<file path="src/rtl/jtframe_sndavg_gain_if.sv">
// Sample bus between the PSG filter chain, the decimating averager and the mixer.
// The master drives input samples and gain; the slave returns averaged output samples.
interface jtframe_sndavg_gain_if #(
    parameter int GW = 8
);
    logic signed [15:0] din;
    logic               sample;
    logic [GW-1:0]      gain;
    logic signed [15:0] dout;
    logic               sample_out;
    logic               sat;

    modport master (output din, sample, gain, input dout, sample_out, sat);
    modport slave  (input din, sample, gain, output dout, sample_out, sat);
endinterface

</file>
<file path="src/rtl/jtframe_sndavg_gain.sv">
// Decimating averager for 16-bit PSG audio: averages 2^DECIM samples, applies a 4.4
// gain and saturates to 16 bits. Three-stage pipeline: accumulate, multiply, clamp.
module jtframe_sndavg_gain #(
    parameter int DECIM = 2,
    parameter int GW    = 8
) (
    input logic                  clk,
    input logic                  rst,
    jtframe_sndavg_gain_if.slave bus
);
    localparam int CW = (DECIM > 0) ? DECIM : 1;
    localparam int AW = 16 + DECIM;
    localparam int PW = 16 + GW + 1;
    // With DECIM=0 the counter stays at zero, so every sample closes a group.
    localparam logic [CW-1:0]        CNT_LAST = CW'((1 << DECIM) - 1);
    localparam logic signed [PW-1:0] MAX_V    = PW'(32767);
    localparam logic signed [PW-1:0] MIN_V    = PW'(-32768);

    logic [CW-1:0]        cnt_q, cnt_d;
    logic signed [AW-1:0] acc_q, acc_d;
    logic signed [15:0]   avg_q, avg_d;
    logic signed [PW-1:0] prod_q, prod_d;
    logic                 v1_q, v1_d;
    logic                 v2_q, v2_d;
    logic signed [15:0]   dout_q, dout_d;
    logic                 sat_q, sat_d;
    logic                 so_q, so_d;

    logic signed [AW-1:0] sum;
    logic signed [PW-1:0] t;

    always_comb begin
        cnt_d  = cnt_q;
        acc_d  = acc_q;
        avg_d  = avg_q;
        v1_d   = 1'b0;
        sum    = acc_q + AW'(bus.din);
        if (bus.sample) begin
            if (cnt_q != CNT_LAST) begin
                acc_d = sum;
                cnt_d = CW'(cnt_q + 1'b1);
            end else begin
                avg_d = 16'(sum >>> DECIM);
                acc_d = '0;
                cnt_d = '0;
                v1_d  = 1'b1;
            end
        end

        prod_d = PW'(avg_q) * PW'($signed({1'b0, bus.gain}));
        v2_d   = v1_q;

        t      = prod_q >>> 4;
        dout_d = dout_q;
        sat_d  = sat_q;
        so_d   = v2_q;
        if (v2_q) begin
            if (t > MAX_V) begin
                dout_d = 16'sh7fff;
                sat_d  = 1'b1;
            end else if (t < MIN_V) begin
                dout_d = -16'sh8000;
                sat_d  = 1'b1;
            end else begin
                dout_d = t[15:0];
                sat_d  = 1'b0;
            end
        end
    end

    always_ff @(posedge clk) begin
        if (rst) begin
            cnt_q  <= '0;
            acc_q  <= '0;
            avg_q  <= '0;
            prod_q <= '0;
            v1_q   <= 1'b0;
            v2_q   <= 1'b0;
            dout_q <= '0;
            sat_q  <= 1'b0;
            so_q   <= 1'b0;
        end else begin
            cnt_q  <= cnt_d;
            acc_q  <= acc_d;
            avg_q  <= avg_d;
            prod_q <= prod_d;
            v1_q   <= v1_d;
            v2_q   <= v2_d;
            dout_q <= dout_d;
            sat_q  <= sat_d;
            so_q   <= so_d;
        end
    end

    assign bus.dout       = dout_q;
    assign bus.sat        = sat_q;
    assign bus.sample_out = so_q;

endmodule

</file>
<file path="src/flat_wrapper.sv">
// flat-port wrapper written by rule: the top's interface ports become plain ports
module jtframe_sndavg_gain_flat 
#(
    parameter int DECIM = 2,
    parameter int GW    = 8
)
  (clk, rst, bus_din, bus_sample, bus_gain, bus_dout, bus_sample_out, bus_sat);
  jtframe_sndavg_gain_if #(.GW(GW)) bus_i ();
  input logic clk;
  input logic rst;
  input wire logic [$bits(bus_i.din)-1:0] bus_din;
  input wire logic [$bits(bus_i.sample)-1:0] bus_sample;
  input wire logic [$bits(bus_i.gain)-1:0] bus_gain;
  output wire logic [$bits(bus_i.dout)-1:0] bus_dout;
  output wire logic [$bits(bus_i.sample_out)-1:0] bus_sample_out;
  output wire logic [$bits(bus_i.sat)-1:0] bus_sat;
  assign bus_i.din = bus_din;
  assign bus_i.sample = bus_sample;
  assign bus_i.gain = bus_gain;
  assign bus_dout = bus_i.dout;
  assign bus_sample_out = bus_i.sample_out;
  assign bus_sat = bus_i.sat;
  jtframe_sndavg_gain #(.DECIM(DECIM), .GW(GW)) u_core (.clk(clk), .rst(rst), .bus(bus_i));
endmodule
</file>
<file path="config.mk">
export PLATFORM = sky130hd
export DESIGN_NAME = jtframe_sndavg_gain_flat
export DESIGN_NICKNAME = d
export VERILOG_FILES = /design/src/rtl/jtframe_sndavg_gain_if.sv /design/src/rtl/jtframe_sndavg_gain.sv /design/src/flat_wrapper.sv
export SDC_FILE = /design/constraint.sdc
export NUM_CORES = 1
export LEC_CHECK = 0
export ABC_AREA = 1
export CAP_MARGIN = 20
export CORE_UTILIZATION = 40
export DETAILED_ROUTE_END_ITERATION = 10
export PLACE_DENSITY = 0.6
export REMOVE_ABC_BUFFERS = 1
export SYNTH_ARGS = -nofsm -noshare
export SYNTH_HDL_FRONTEND = slang
export SYNTH_SLANG_ARGS = --single-unit
</file>
<file path="constraint.sdc">
create_clock -name clk -period 12.2 [get_ports clk]
set_input_delay 1.83 -clock clk [delete_from_list [all_inputs] [get_ports clk]]
set_output_delay 1.83 -clock clk [all_outputs]
set_load 0.02 [all_outputs]
</file>
[After elaboration in Yosys (flattened, before gate mapping)]
Cells that the tools add are included.
Cells by class
  add/sub/neg operators: 2
  div/mod/pow operators: 0
  shift operators: 0
  multipliers: 1
  bitwise gates (word level): 2
  equal/unequal tests: 1
  magnitude comparators: 2
  reduce and logical (&&, ||, !) cells: 2
  mux-type cells: 7
Operator list (count)
  16-bit two-way mux: 2
  16-bit by 9-bit multiplier with 25-bit output: 1
  21-bit by 16-bit > comparator with 1-bit output, second input constant: 1
  21-bit by 16-bit less-than comparator with 1-bit output, second input constant: 1
  18-bit by 16-bit adder with 18-bit output: 1
  18-bit two-way mux: 1
  1-bit two-way mux: 3
  2-bit by 1-bit adder with 2-bit output, second input constant: 1
  2-bit two-way mux: 1
  2-bit inequality test, second input constant: 1
  1-bit NOT: 2
  2-bit AND reduction: 1
  2-bit OR reduction: 1
Storage, ports and cells
  memories kept: 0
  output and inout port bits: 18
  input bits: 27
  bits in registers: 81
  bits in read-only memories: 0
  word-level logic and storage cells: 26
  latch bits: 0
  memory bits (writable): 0

[Depth between registers and ports, before layout]
  depth in word-level cells: 3
  gate-level depth with buffers: 22
  depth with buffers taken out: 20

[Worst setup path after synthesis]
OpenSTA, ideal clock, no wires.
  kind: in2reg
  start: input port bus_gain[5]
  end: register u_core.prod_q[19]
  arrival time: 5648 ps
  data required time: 12085 ps
  path buffers: 2
  library setup time: 115 ps
  stages on the path: 19
  slack: 6437 ps
  cells stage by stage: clkbuf_1 clkbuf_1 nand2_1 fa_1 fa_1 inv_1 fa_1 inv_1 fa_1 inv_1 ha_1 a21oi_1 o21ai_0 a21oi_1 inv_1 nand2_1 nand3_1 nand2_1 nor2_1
On the way
  cells in the longest elaborated chain, start to end: 1
RTL lines
  start, declared: line flat_wrapper.sv:13  | input wire logic [$bits(bus_i.gain)-1:0] bus_gain;
  16-bit by 9-bit multiplier with 25-bit output: line jtframe_sndavg_gain.sv:50  | prod_d = PW'(avg_q) * PW'($signed({1'b0, bus.gain}));
  end signal, assigned: line jtframe_sndavg_gain.sv:86  | prod_q <= prod_d;
  end, declared: line jtframe_sndavg_gain.sv:22  | logic signed [PW-1:0] prod_q, prod_d;
Every way passes these cells.
A chain may end at the register's enable or synchronous reset.

[Final worst setup path]
  start: input port bus_gain[0]
  end: register u_core.prod_q[23]
The elaborated chain is that of the path after synthesis.

==> impl_results.md <==
- Status: finished clean
- Max incr delay on CP: around 700 ps
- Top-count cell post-synth: nand2_1
- Dpl cells: around 1,500
- Die Height: ~150 um
- Core ar.: a little over 0.02 mm2
- CP Cell Sequence: clkdlybuf4s50_1 -> nand2_1 -> inv_1 -> fa_1 -> inv_1 -> fa_1 -> inv_1 -> fa_1 -> inv_1 -> fa_1 -> inv_1 -> ha_1 -> nand2_1 -> nor3_2 -> nand4_1 -> nand3_1 -> nand2_1 -> nand2_1 -> nor2_1
- Fin. Hold Viols: 0
- Register Area: roughly 0.0015 mm2
- Aggregate global-route resource usage: 18.7%
- Routed wire per std cell: 12.3 um
- Area added between synthesis and finish: 10.8%
- Synth top area cells: fa_1 24%, dfxtp_1 18%, nand2_1 14%
- Num ports: 45
- Sum Neg Setup Slack: 0 ps
- Max IR drop VDD: ~47 uV
- Static Leak: about 5.4 nW
- Vias per Instance: approximately 4.6
- DPL Wire Length: between 10,000 and 15,000 um
- Unique masters post-synth: 36
- Final RePlAce weighted congestion: 0.879
- Minimum clock period after layout: around 6300 ps
- Final period util: about half
- Setup Buffers After CTS: 0
- GRT overflow: 0
- Die width: between 100 and 150 um
- Initial Util: 41.4%
- # diodes: 0
- Worst reg2reg path endpoint: u_core.prod_q[22]
- Worst R2R Path Depth: 16
- Leading cell types by count after synthesis: 314 x nand2_1, 289 x inv_1, 103 x fa_1
- Req. time, crit path: 12,450 ps
- Maximum capacitance violations: 0
- Final setup viols: 0
- Avg Inst Size Synth: 7.03 um2
- Total CTS buffers: 9
- Antenna viol nets, final: 0
- Port bufs: 44
- Min-delay src: u_core.prod_q[18]
- CTS Hold Bufs: 0
- CP arrival: between 6000 and 7000 ps
- Nets@finish: around 1,400
- Hold depth: 2
- Seq cells post-synth: between 70 and 80
- CP max stage cell: clkdlybuf4s50_1
- Fmax: 158 MHz
- Critical Path Most Common Cell: inv_1
- Crit. End Element: flip-flop
- Largest fanout on the critical path: 15
- Dominant synthesized flop cell: dfxtp_1
- Total power: 750 uW
- Asr flop ratio synth: 0%
- Buffers and inverters on the worst path: 6
- Reg2reg start: u_core.avg_q[15]
- Power density over cell area: just under 80 mW/mm2
- Yosys warning total: 0
- Register area share after synthesis: 18.1%
- Worst-Margin Slew: 630 ps
- Total number of vias: 6,852
- Hold Crit Class: reg2reg
- Syn Std Cell Area: about 0.0085 mm2
- Detailed-route DRC error count: 0
- Multi-input gate area in the final layout: between 0.005 and 0.006 mm2
- Post-Layout Cell Count: between 1,000 and 1,500
- Top-area cell type share of the netlist area: about a quarter
- Clock skew: 10.9 ps
- Number of enable flip-flop cells after synthesis: 0
- Yosys top cell by area: fa_1
- Largest net degree at the start of global routing: 41
- Clock sink total: between 70 and 80
- Top Family by Delay on Critical Path: adder cells
- Worst Path Class, Setup: in2reg
- Die Area: roughly 0.022 mm2
- H-tree Lvls: 3
- Num rows: 52
- CTS tree: done
- Worst slew margin: around 58%
- WHS Endpoint: u_core.bus.dout[14]
- Critical path launch point: bus_gain[0]
- Worst-Skew Late Latency: about 350 ps
- CTS Buffer Depth: 2
- Root Driver: clkbuf_16
- First-pass GRT wire length: approximately 33,000 um
- Fin. max-slew vios: 0
- Routed WL: ~18,000 um
- Vias in the first global route: just over 7,000
- Initial antenna violation count: 0
- Quantity of gates resized following cts: 0
- Clock transition at path regs: approximately 60 ps
- CP startpoint kind: primary input
- Share of cells above drive strength 1: under 10%
- Cells after synthesis: around 1,200
- Initial DRT Pass Iterations: 5
- Initial DRC count: 252
- Reg2reg setup slack: between 7000 and 8000 ps
- RSZ-0062 raised after global routing: false
- Fillers: 2,143
stage by stage:
stage / setup slack, ps / cell area [um2] / hold WS (ps) / utilization (%)
after global placement: 5580 / 9120 / 435 / 44.3
after detailed placement: 5490 / 9120 / 436 / 44.3
after floorplan: 6650 / 8320 / 388 / -
after global routing: 5460 / 9430 / 467 / 45.8
after CTS: 5860 / 9430 / 442 / 45.8
final: 5890 / 9430 / 437 / 45.8
power breakdown:
| group | internal (mW) | total (mW) | switching, mW |
|---|---|---|---|
| clock network | 0.178 | 0.284 | 0.106 |
| logic | 0.0705 | 0.190 | 0.119 |
| registers | 0.266 | 0.276 | 0.0101 |
| total | 0.515 | 0.750 | 0.235 |
flip-flops by register name (all words and copies together), names as in the netlist:
register / cells
u_core.acc_q: 18
u_core.avg_q: 16
u_core.bus.dout: 16
u_core.bus.sample_out: 1
u_core.bus.sat: 1
u_core.cnt_q: 2
u_core.prod_q: 21
u_core.so_d: 1
u_core.v1_q: 1
worst register-to-register path, stage by stage, from the launching register on:
cell and delay (ps):
dfxtp_1 510, nand2_1 160, inv_1 150, fa_1 480
inv_1 240, fa_1 570, fa_1 540, fa_1 540
inv_1 40, ha_1 340, nand2_1 120, inv_1 60
a21oi_1 150, a21boi_0 190, nand3_1 110, nor2_1 110
nor2_1 50
cell families (layout without fill, tap and decap cells):
logic type / count (synthesis) / count (layout) / share of synthesized area (%)
AOI/OAI and AO/OA: 149 / 149 / 9.49
xor gates and xnor gates: 12 / 12 / 1.24
adders and majority gates: 168 / 168 / 33.8
buffers and inverters: 335 / 352 / 14.9
DFF: 77 / 77 / 18.1
and+or+nand+nor: 469 / 469 / 22.4
cell type report:
class                      instances  share of cell area (%)
clock buffer                      11                    2.47
clock inverter                     5                   0.796
inverter                         290                    11.5
multi-input combinational        798                    60.4
sequential                        77                    16.4
tap                              270                    3.58
timing repair buffer              46                    4.83
cells in the final DEF, fill, tap and decap left out, types with 2 or more instances in the layout:
cell type | synthesis | routed
a21oi_2 | 6 | 6
a21o_1 | 2 | 2
nand3b_1 | 8 | 8
clkbuf_1 | 35 | 2
a31oi_1 | 2 | 2
dfxtp_1 | 77 | 77
o21bai_1 | 3 | 3
nand2_1 | 314 | 314
o21ai_0 | 48 | 48
o21a_1 | 4 | 4
buf_4 | 0 | 2
nand4_1 | 5 | 5
nor2_2 | 3 | 3
nand2_2 | 3 | 3
clkdlybuf4s50_1 | 0 | 44
fa_1 | 103 | 103
xnor2_1 | 6 | 6
bufinv_16 | 0 | 2
ha_1 | 65 | 65
clkinv_2 | 0 | 3
xor2_1 | 6 | 6
nand3_1 | 33 | 33
inv_1 | 289 | 289
o211ai_1 | 2 | 2
clkbuf_16 | 0 | 9
a21oi_1 | 79 | 79
nor2_1 | 91 | 91
nor3_1 | 4 | 4
nand3_2 | 3 | 3
metal layers:
| layer | up-vias | track usage (%) | wire (um) |
|---|---|---|---|
| met5 | - | 0 | 0 |
| met2 | 91 | 32.6 | 8770 |
| met1 | 3118 | 24.0 | 8940 |
| li1 | 3623 | - | - |
| met3 | 20 | 2.69 | 464 |
| met4 | 0 | 5.21 | 300 |
how the worst max path moves through the flow:
stage | endpoint | slack, ps | depth (start not counted)
after floorplan | u_core.prod_q[23] | 6650 | 18
after global placement | u_core.prod_q[23] | 5580 | 19
after detailed placement | u_core.prod_q[23] | 5490 | 19
after CTS | u_core.prod_q[23] | 5860 | 19
after global routing | u_core.prod_q[23] | 5460 | 19
final | u_core.prod_q[23] | 5890 | 19
Power figures use the tool's default switching activity.
